<file path="src/rtl/scalar_product_pkg.sv">
// Shared definitions for the sequential scalar-product engine.
//   state_t : FSM states (ACC accumulates pairs, DONE presents the result)
//   out_w() : full-precision result width for NDATA products of NBITS operands
package scalar_product_pkg;

  typedef enum logic [0:0] {
    ACC  = 1'b0,
    DONE = 1'b1
  } state_t;

  // Each product needs 2*NBITS bits. Summing NDATA of them needs
  // $clog2(NDATA) more bits. $clog2(1)=0, so a single-element vector
  // needs no growth.
  function automatic int out_w(input int nbits, input int ndata);
    return 2 * nbits + $clog2(ndata);
  endfunction

endpackage

</file>
<file path="src/rtl/scalar_product_seq_mac_unit.sv">
// Extend-multiply-add slice: sum = acc + a*b.
//   a, b : NBITS operands, signed two's complement when SIGNED=1
//   acc  : running accumulator, OUT_W bits
//   sum  : acc + product, OUT_W bits
// The product is formed at 2*NBITS and then extended to OUT_W. OUT_W is
// sized for the worst case, so the addition can never overflow.
module mac_unit #(
  parameter int NBITS  = 4,
  parameter int SIGNED = 0,
  parameter int OUT_W  = 10
) (
  input  logic [NBITS-1:0] a,
  input  logic [NBITS-1:0] b,
  input  logic [OUT_W-1:0] acc,
  output logic [OUT_W-1:0] sum
);

  logic [OUT_W-1:0] prod_ext;

  generate
    if (SIGNED != 0) begin : g_signed
      logic signed [2*NBITS-1:0] prod_s;
      assign prod_s   = $signed(a) * $signed(b);
      // The size cast keeps the signedness of prod_s, so the result is
      // sign-extended.
      assign prod_ext = OUT_W'(prod_s);
    end else begin : g_unsigned
      logic [2*NBITS-1:0] prod_u;
      assign prod_u   = {{NBITS{1'b0}}, a} * {{NBITS{1'b0}}, b};
      assign prod_ext = OUT_W'(prod_u);
    end
  endgenerate

  assign sum = acc + prod_ext;

endmodule

</file>
<file path="src/rtl/scalar_product_seq.sv">
// Streaming dot-product engine. It takes one (a, b) pair per cycle and
// produces sum(a[i]*b[i]) over NDATA elements.
//   clk, rst_n          : rising-edge clock, asynchronous active-low reset
//   clr                 : synchronous abort of the partial vector (ignored in DONE)
//   in_valid/in_ready   : input handshake for a_in/b_in
//   out_valid/out_ready : result handshake for out_data
//   busy                : the current vector has at least one accepted element
module scalar_product_seq
  import scalar_product_pkg::*;
#(
  parameter int NBITS  = 4,
  parameter int NDATA  = 3,
  parameter int SIGNED = 0,
  parameter int OUT_W  = out_w(NBITS, NDATA)
) (
  input  logic             clk,
  input  logic             rst_n,
  input  logic             clr,
  input  logic             in_valid,
  output logic             in_ready,
  input  logic [NBITS-1:0] a_in,
  input  logic [NBITS-1:0] b_in,
  output logic             out_valid,
  input  logic             out_ready,
  output logic [OUT_W-1:0] out_data,
  output logic             busy
);

  localparam int               IDX_W    = (NDATA > 1) ? $clog2(NDATA) : 1;
  localparam logic [IDX_W-1:0] IDX_LAST = IDX_W'(NDATA - 1);

  state_t           state, state_next;
  logic [IDX_W-1:0] idx, idx_next;
  logic [OUT_W-1:0] acc, acc_next;
  logic [OUT_W-1:0] out_data_next;
  logic [OUT_W-1:0] mac_sum;

  mac_unit #(
    .NBITS (NBITS),
    .SIGNED(SIGNED),
    .OUT_W (OUT_W)
  ) u_mac (
    .a  (a_in),
    .b  (b_in),
    .acc(acc),
    .sum(mac_sum)
  );

  always_ff @(posedge clk or negedge rst_n) begin
    if (!rst_n) begin
      state    <= ACC;
      idx      <= '0;
      acc      <= '0;
      out_data <= '0;
    end else begin
      state    <= state_next;
      idx      <= idx_next;
      acc      <= acc_next;
      out_data <= out_data_next;
    end
  end

  // The handshake outputs depend only on state. This keeps out_ready and
  // in_valid off any combinational path to in_ready.
  always_comb begin
    state_next    = state;
    idx_next      = idx;
    acc_next      = acc;
    out_data_next = out_data;
    in_ready      = 1'b0;
    out_valid     = 1'b0;
    case (state)
      ACC: begin
        in_ready = 1'b1;
        if (clr) begin
          // clr takes priority over a pair offered in the same cycle.
          acc_next = '0;
          idx_next = '0;
        end else if (in_valid) begin
          if (idx == IDX_LAST) begin
            out_data_next = mac_sum;
            acc_next      = '0;
            idx_next      = '0;
            state_next    = DONE;
          end else begin
            acc_next = mac_sum;
            idx_next = idx + IDX_W'(1);
          end
        end
      end
      DONE: begin
        out_valid = 1'b1;
        if (out_ready) state_next = ACC;
      end
    endcase
  end

  assign busy = (state == ACC) && (idx != '0);

endmodule

</file>
<file path="config.mk">
export PLATFORM = sky130hd
export DESIGN_NAME = scalar_product_seq
export DESIGN_NICKNAME = d
export VERILOG_FILES = /design/src/rtl/scalar_product_pkg.sv /design/src/rtl/scalar_product_seq_mac_unit.sv /design/src/rtl/scalar_product_seq.sv
export SDC_FILE = /design/constraint.sdc
export NUM_CORES = 1
export LEC_CHECK = 0
export ABC_AREA = 1
export BUFFER_PORTS_ARGS = -buffer_cell sky130_fd_sc_hd__buf_2
export CAP_MARGIN = 0
export CORE_ASPECT_RATIO = 0.9
export CORE_MARGIN = 1
export CORE_UTILIZATION = 45
export CTS_BUF_LIST = sky130_fd_sc_hd__clkbuf_4 sky130_fd_sc_hd__clkbuf_8
export DETAILED_ROUTE_END_ITERATION = 8
export PLACE_DENSITY = 0.65
export SLEW_MARGIN = 40
export SYNTH_ARGS = -nofsm -noshare
export SYNTH_HDL_FRONTEND = slang
export SYNTH_SLANG_ARGS = --single-unit
</file>
<file path="constraint.sdc">
create_clock -name clk -period 5.7 [get_ports clk]
set_input_delay 0.285 -clock clk [delete_from_list [all_inputs] [get_ports clk]]
set_output_delay 0.285 -clock clk [all_outputs]
set_load 0.005 [all_outputs]
</file>
==> results of run 1 <==
==> worst reg2reg max path: cells and delay by family (launching register included) <==
family        cells  cell delay [ps]
fa+ha+maj         2             1010
flops             1              400
simple gates      6              570
==> state kept, by name, indices dropped and copies added (netlist names) <==
| register | cells |
|---|---|
| idx | 2 |
| state | 1 |
| acc | 10 |
| out_data | 10 |
==> power by group <==
group          leakage [nW]  switching [mW]  internal [mW]
clock network        0.0262          0.0485         0.0545
registers             0.309          0.0193          0.201
logic                 0.919           0.153          0.107
==> area by class of cell <==
cell class                 instances  area (sq um)  area share
multi-input combinational        150         984.7      0.4931
sequential                        23         575.6      0.2882
inverter                          52         195.2     0.09774
timing repair buffer              26         135.1     0.06767
tap                               46         57.56     0.02882
clock buffer                       4         48.80     0.02444
==> synth_stat cells <==
cell       n  share of area
a21o_1     1         0.0042
a21oi_1    3         0.0085
a21oi_2    1         0.0050
buf_2      1         0.0028
buf_6      1         0.0064
dfrtp_1   23           0.33
fa_1       9           0.10
ha_1      18           0.13
inv_1     46          0.098
inv_2      6          0.013
nand2_1   74           0.16
nand2_2    1         0.0035
nand3_1   18          0.051
nand3_4    1         0.0099
nand3b_1   2         0.0085
nor2_1     5          0.011
nor2_8     1          0.011
o21ai_1   10          0.028
o21ai_2    2         0.0099
o31ai_1    1         0.0042
or2_1      1         0.0035
xnor2_1    1         0.0050
xor2_1     1         0.0050
==> per-stage QoR <==
| stage | utilization | hold slack (ps) | setup slack, ps | cell area, sq um | power, mW |
|---|---|---|---|---|---|
| global route | 0.5352 | 177.7 | 2631 | 1997 | 0.6439 |
| finish | 0.5352 | 177.1 | 2792 | 1997 | 0.5834 |
| detailed placement | 0.5195 | 291.1 | 2496 | 1938 | 0.4867 |
| global placement | 0.5184 | 284.8 | 2617 | 1934 | 0.4817 |
| CTS | 0.5352 | 174.2 | 2778 | 1997 | 0.5921 |
| floorplan | - | -10.59 | 2860 | 1768 | 0.4128 |
==> kinds of logic after synthesis <==
logic type | after synthesis | share of synthesized area
buffers and inverters | 54 | 0.1196
AOI/OAI and AO/OA | 18 | 0.06016
xor gates and xnor gates | 2 | 0.009910
and+or+nand+nor | 103 | 0.2555
adders and majority gates | 27 | 0.2293
DFF | 23 | 0.3255
==> per-layer routing <==
metal | up-vias | share of wire
met5 | - | 0
met4 | 0 | 0.0036
met3 | 2 | 0.022
met2 | 15 | 0.45
met1 | 616 | 0.52
li1 | 746 | -
==> what timing repair did <==
item	in CTS	in global routing
endpoints found under the setup margin	0	0
hold endpoints to repair	10	0
hold buffers	1	0
gates resized for setup	0	0
==> worst min-delay path by stage <==
stage / depth (start not counted) / end
floorplan: 0 / acc[0]$_DFFE_PN0P_
global placement: 1 / idx[1]$_DFFE_PN0P_
detailed placement: 1 / out_data[1]$_DFFE_PN0P_
CTS: 2 / state$_DFF_PN0_
global route: 2 / state$_DFF_PN0_
finish: 2 / state$_DFF_PN0_
==> impl_metrics.json, run 1 <==
{
  "instances_no_fill": 301,
  "num_antenna_cells": 0,
  "grt_use_met3": 0.03889,
  "syn_area_sq_um": 1768,
  "synthesis.nets": 267,
  "synth.distinct_cells": 23,
  "num_rows": 21,
  "worst-path-stages": 13,
  "post_cts_buffers": 0,
  "rr_worst_depth": 8,
  "finalCriticalPeriod_ps": 2908,
  "crit_chain": "buf_2 > nand2_1 > fa_1 > fa_1 > fa_1 > inv_1 > ha_1 > a21oi_1 > nand2_1 > nand2_1 > nand3_1 > nand3_1 > nand2_1",
  "drc": 0,
  "rsz0062_at_grt": "no",
  "r2r-start": "acc[2]$_DFFE_PN0P_",
  "p_per_area_nw_per_um2": 292.2,
  "dp_hpwl_microns": 2585,
  "drt_iter0_drc": 41,
  "drive_gt1_frac": 0.1647,
  "ir_worst_vdd_v": 0.0001469,
  "clk_latency_ps": 260,
  "leakagePower_nw": 1.254,
  "grt_pass1_vias": 1197,
  "start_util": 0.4738,
  "cts-root-buf": "clkbuf_8",
  "cp.arrival_ps": 3060,
  "vias": 1379,
  "critPathMaxStageDelay_ps": 520,
  "antenna_found_initial": 0,
  "hold_class": "input pin to flip-flop",
  "maxSlewHeadroom": 0.6308,
  "finalNetCount": 296,
  "die_x_microns": 68.07,
  "yosysWarnings": 0,
  "final_max_slew_viol_count": 0,
  "setup_tns_ps": 0,
  "r2r_slack_ps": 3610,
  "area_delta_synth_final_pct": 12.95,
  "numCtsBuffers": 3,
  "synth_seq_cells": 23,
  "grt_most_used_layer": "met2",
  "dpl.cell_count": 296,
  "clk_pin_slew_ps": 80,
  "postSynthAreaPerCell_sq_um": 7.788,
  "use_met2": 0.2745,
  "numClockSinks": 23,
  "netlist_instances": 227,
  "met1_usage": 0.2308,
  "clockBufferDepth": 2,
  "crit_path_top_delay_cell": "fa_1",
  "finalHoldViolCount": 0,
  "fp.coreArea_sq_um": 3731,
  "critPathMaxFanout": 4,
  "htreeDepth": 1,
  "path_class": "input pin to flip-flop",
  "cpLargestDelayFamily": "adder cells",
  "reg2reg_to": "acc[7]$_DFFE_PN0P_",
  "dieHeight_microns": 61.47,
  "wl_per_cell_microns": 10.23,
  "grt_max_degree": 24,
  "hp-start": "out_ready",
  "gp_congestion": 0.8114,
  "status": "completed",
  "fin_crit_sh": 0.5103,
  "yosysSeqAreaShare": 0.3255,
  "dr.pass1.iters": 4,
  "finalSetupViolations": 0,
  "ios": 26,
  "postRouteWirelength_microns": 3080,
  "cts_tree": "built",
  "endpoint": "out_data[6]$_DFFE_PN0P_",
  "crit_path_start": "a_in[0]",
  "n_fill_cell": 354,
  "finalClockSkew_ps": 2.612,
  "die_area_sq_um": 4184,
  "most-common-layout-cells": "nand2_1 (74), inv_1 (46), buf_2 (25)",
  "port_buffers": 25,
  "drv_cap": 0,
  "final_common_cell": "nand2_1",
  "path_buf_inv": 2,
  "end_kind": "flip-flop",
  "worst_slew_pin_slew_ps": 553.8,
  "overflow": 0,
  "track_usage": 0.1680,
  "grt_pass1_wl_microns": 5188,
  "critPathLaunchType": "input pin",
  "viasPerCell": 4.581,
  "critPathMostFrequentCell": "nand2_1",
  "fmax_mhz": 343.8,
  "ant_nets": 0,
  "required_ps": 5850
}
No activity file was read; power rests on OpenSTA's default activity.
==> inputs of run 2 (changes only) <==
PLACE_DENSITY = 0.68   (was 0.65)
clock period = 2.5 ns   (was 5.7 ns; I/O delays follow)
==> impl_metrics.json, run 2 (synthesis results as in run 1) <==
{
  "status": "completed",
  "port_buffers": 25,
  "numClockSinks": 23,
  "gp_congestion": 0.8124,
  "die_area_sq_um": 4184,
  "clk_latency_ps": 260,
  "grt_pass1_wl_microns": 5678,
  "ios": 26,
  "grt_max_degree": 24,
  "track_usage": 0.1843,
  "dr.pass1.iters": 4,
  "num_antenna_cells": 0,
  "n_fill_cell": 340,
  "critPathLaunchType": "input pin",
  "cp.arrival_ps": 2600,
  "antenna_found_initial": 0,
  "most-common-layout-cells": "nand2_1 (64), inv_1 (45), dfrtp_1 (23)",
  "utilization": 0.6050,
  "num_rows": 21,
  "maxSlewHeadroom": 0.6356,
  "viasPerCell": 4.698,
  "finalSetupViolations": 0,
  "finalHoldViolCount": 0,
  "drive_gt1_frac": 0.2974,
  "rsz0062_at_grt": "yes",
  "leakagePower_nw": 1.354,
  "overflow": 0,
  "multi_input_area_sq_um": 1110,
  "ir_worst_vdd_v": 0.0004777,
  "critPathMostFrequentCell": "nand2_1",
  "die_x_microns": 68.07,
  "crit_chain": "buf_8 > nand2_8 > fa_1 > fa_2 > fa_1 > inv_2 > ha_4 > nand2_2 > nand2_4 > nand3b_1 > nand2_1 > nand2_1 > nand3_1 > nand2_1",
  "design_power_total_mw": 1.548,
  "fp.coreArea_sq_um": 3731,
  "hold_class": "input pin to flip-flop",
  "critPathMaxStageDelay_ps": 550,
  "numCtsBuffers": 3,
  "holdWs_ps": 27.37,
  "grt_pass1_vias": 1319,
  "drv_cap": 0,
  "drc": 0,
  "start_util": 0.4738,
  "ant_nets": 0,
  "htreeDepth": 1,
  "path_buf_inv": 2,
  "finalCriticalPeriod_ps": 2448,
  "register_area_sq_um": 575.6,
  "cts_tree": "built",
  "cts-root-buf": "clkbuf_8",
  "worst_slew_pin_slew_ps": 546.7,
  "dp_hpwl_microns": 2700,
  "wl_per_cell_microns": 11.09,
  "finalClockSkew_ps": 2.185,
  "clockBufferDepth": 2,
  "vias": 1480,
  "final_common_cell": "nand2_1",
  "drt_iter0_drc": 83,
  "cpLargestDelayFamily": "adder cells",
  "required_ps": 2660,
  "postRouteWirelength_microns": 3492,
  "fin_crit_sh": 0.9794,
  "end_kind": "flip-flop",
  "crit_path_top_delay_cell": "fa_1",
  "clk_pin_slew_ps": 80,
  "final_max_slew_viol_count": 0,
  "area_delta_synth_final_pct": 27.67,
  "reg.largest.list": "acc: 10 flops, out_data: 10 flops, idx: 2 flops",
  "critPathMaxFanout": 4,
  "p_per_area_nw_per_um2": 686.0,
  "dieHeight_microns": 61.47,
  "finalNetCount": 310,
  "fmax_mhz": 408.4,
  "path_class": "input pin to flip-flop"
}
-- run 2: cell types whose count changed in the layout (fill, tap and decap cells not counted), sizes merged --
cell / previous run / this run
buf: 25 / 39
-- run 2: worst paths after layout --
kind / startpoint / to / slack [ps] / depth (start not counted)
worst min-delay path: out_ready / state$_DFF_PN0_ / 30 / 2
worst max register to register: acc[6]$_DFFE_PN0P_ / acc[9]$_DFFE_PN0P_ / 380 / 11
max in group asynchronous: rst_n / out_data[9]$_DFFE_PN0P_ / 1760 / 2
worst min register to register: out_data[1]$_DFFE_PN0P_ / out_data[1]$_DFFE_PN0P_ / 470 / 2
worst max-delay path: b_in[1] / out_data[7]$_DFFE_PN0P_ / 50 / 14
min in group asynchronous: rst_n / idx[1]$_DFFE_PN0P_ / 370 / 2
-- run 2: through the flow --
stage	worst slack [ps]	std cells	instance area (sq um)	TNS (ps)
after floorplan	-10.44	227	1828	-16.87
after global placement	-293.4	309	2092	-3233
after detailed placement	-321.2	309	2092	-3653
after CTS	4.489	314	2163	0
after global routing	-41.91	315	2257	-224.2
final	51.55	315	2257	0
-- run 2: timing repair --
action                                  CTS  global route
hold buffers                              1             0
resized for setup                         4            22
endpoints found under the hold margin    23             0
endpoints found under the setup margin    6            12
pin swaps                                 0             8
setup buffers                             0             1
-- run 2: layout make-up --
cell class,count,area share
Tap cell,46,0.02550
Multi-Input combinational cell,150,0.4917
Timing Repair Buffer,40,0.1197
Sequential cell,23,0.2550
Clock buffer,4,0.02162
Inverter,52,0.08647
-- run 2: layer usage --
layer	part of all wire	wire (microns)	up-vias	track usage
met5	0	0	-	0
met4	0.0077	27	0	0.05060
li1	-	-	775	-
met2	0.48	1692	18	0.3053
met1	0.48	1689	681	0.2414
met3	0.024	83	6	0.04259
-- run 2: power breakdown --
part	leakage, nW	internal, mW	switching (mW)
sequential	0.309	0.459	0.0472
combinational	1.02	0.382	0.422
clock	0.0262	0.125	0.115
==> inputs of run 3 (changes only) <==
CELL_PAD_IN_SITES_DETAIL_PLACEMENT = 1   (was default)
CELL_PAD_IN_SITES_GLOBAL_PLACEMENT = 1   (was default)
CORE_UTILIZATION = 39   (was 45)
PLACE_DENSITY = default   (was 0.68)
PLACE_DENSITY_LB_ADDON = 0.1   (was default)
==> impl_metrics.json, run 3 (synthesis results as in run 1) <==
{
  "place_ws_ps": -352.2,
  "clockBufferDepth": 2,
  "critPathLaunchType": "input pin",
  "leakagePower_nw": 1.389,
  "grt_pass1_vias": 1604,
  "gp_congestion": 0.7341,
  "dieHeight_microns": 65.88,
  "place_area_sq_um": 2102,
  "drv_cap": 0,
  "finalSetupViolations": 7,
  "holdWs_ps": 23.10,
  "dr.pass1.iters": 4,
  "crit_chain": "buf_4 > nand2_1 > inv_1 > fa_1 > ha_1 > inv_1 > fa_1 > inv_1 > ha_4 > or2_4 > nand3b_1 > nand3b_1 > nand3_2 > nand2_1",
  "postRouteWirelength_microns": 4540,
  "finalCriticalPeriod_ps": 2544,
  "ir_worst_vdd_v": 0.0002891,
  "finalInstanceArea_sq_um": 2327,
  "end_kind": "flip-flop",
  "hold_class": "input pin to flip-flop",
  "port_buffers": 25,
  "most-common-layout-cells": "nand2_1 (64), inv_1 (45), dfrtp_1 (23)",
  "cts-root-buf": "clkbuf_8",
  "fp.coreArea_sq_um": 4212,
  "antenna_found_initial": 0,
  "cpLargestDelayFamily": "adder cells",
  "violations": "setup timing",
  "cts_tree": "built",
  "status": "finished with violations",
  "final_max_slew_viol_count": 0,
  "drc": 0,
  "path_class": "input pin to flip-flop",
  "final_common_cell": "nand2_1",
  "finalHoldViolCount": 0,
  "track_usage": 0.2026,
  "start_util": 0.4198,
  "dpl.cell_count": 322,
  "n_fill_cell": 539,
  "clk_pin_slew_ps": 80,
  "overflow": 0,
  "utilization": 0.5526,
  "ios": 26,
  "crit_path_top_delay_cell": "fa_1",
  "design_power_total_mw": 1.661,
  "rsz0062_at_grt": "yes",
  "grt_pass1_wl_microns": 7465,
  "critPathMaxFanout": 4,
  "grt_max_degree": 24,
  "ant_nets": 0,
  "numCtsBuffers": 3,
  "clk_latency_ps": 260,
  "path_buf_inv": 4,
  "numClockSinks": 23,
  "required_ps": 2660,
  "worst_slew_pin_slew_ps": 547.3,
  "num_antenna_cells": 0,
  "fin_crit_sh": 1.017,
  "die_x_microns": 72.97,
  "drt_iter0_drc": 47,
  "maxSlewHeadroom": 0.6351,
  "critPathMaxStageDelay_ps": 500,
  "finalClockSkew_ps": 3.606,
  "die_area_sq_um": 4807,
  "drive_gt1_frac": 0.3097,
  "setup_tns_ps": -135.7,
  "dp_hpwl_microns": 3474,
  "instances_no_fill": 328,
  "finalNetCount": 309,
  "critPathMostFrequentCell": "inv_1",
  "worst_slack_ps": -43.75,
  "vias": 1531,
  "num_rows": 22,
  "wl_per_cell_microns": 13.84,
  "area_delta_synth_final_pct": 31.63,
  "htreeDepth": 1,
  "cp.arrival_ps": 2700,
  "p_per_area_nw_per_um2": 713.7,
  "reg.largest.list": "acc: 10 flops, out_data: 10 flops, idx: 2 flops",
  "viasPerCell": 4.668,
  "fmax_mhz": 393.1
}
[run 3: area by class of cell]
class / instances / area [sq um] / share of cell area
flip-flops and latches: 23 / 575.6 / 0.2473
clock buffers: 4 / 48.80 / 0.02097
inverters: 52 / 195.2 / 0.08387
multi-input cells: 150 / 1165 / 0.5005
repair buffers: 39 / 267.8 / 0.1151
well taps: 60 / 75.07 / 0.03226
[run 3: final timing paths]
path / depth (start not counted) / to / slack [ps] / from
setup / recovery: 14 / out_data[7]$_DFFE_PN0P_ / -40 / a_in[1]
setup reg to reg: 8 / out_data[7]$_DFFE_PN0P_ / 330 / acc[2]$_DFFE_PN0P_
hold / removal: 2 / state$_DFF_PN0_ / 20 / out_ready
hold reg to reg: 2 / out_data[3]$_DFFE_PN0P_ / 470 / out_data[3]$_DFFE_PN0P_
min in group asynchronous: 2 / out_data[1]$_DFFE_PN0P_ / 380 / rst_n
max in group asynchronous: 2 / acc[8]$_DFFE_PN0P_ / 1750 / rst_n
[run 3: power breakdown]
part	switching [mW]	leakage [nW]	internal [mW]
Clock	0.119	0.0262	0.125
Sequential	0.0484	0.309	0.459
Combinational	0.493	1.05	0.418
Total	0.660	1.39	1.00
[run 3: layer usage]
| metal | part of all wire | track usage | vias up |
|---|---|---|---|
| met5 | 0 | 0 | - |
| met4 | 0.0097 | 0.02206 | 0 |
| met3 | 0.025 | 0.03201 | 4 |
| met2 | 0.53 | 0.3633 | 22 |
| met1 | 0.43 | 0.2638 | 735 |
| li1 | - | - | 770 |
[run 3: repair_timing]
action | 4_1_cts | 5_1_grt
hold endpoints to repair | 23 | 0
pin swaps | 1 | 15
setup endpoints to repair | 12 | 12
resized for setup | 8 | 29
cloned | 0 | 0
hold buffers | 1 | 0
setup buffers | 0 | 1
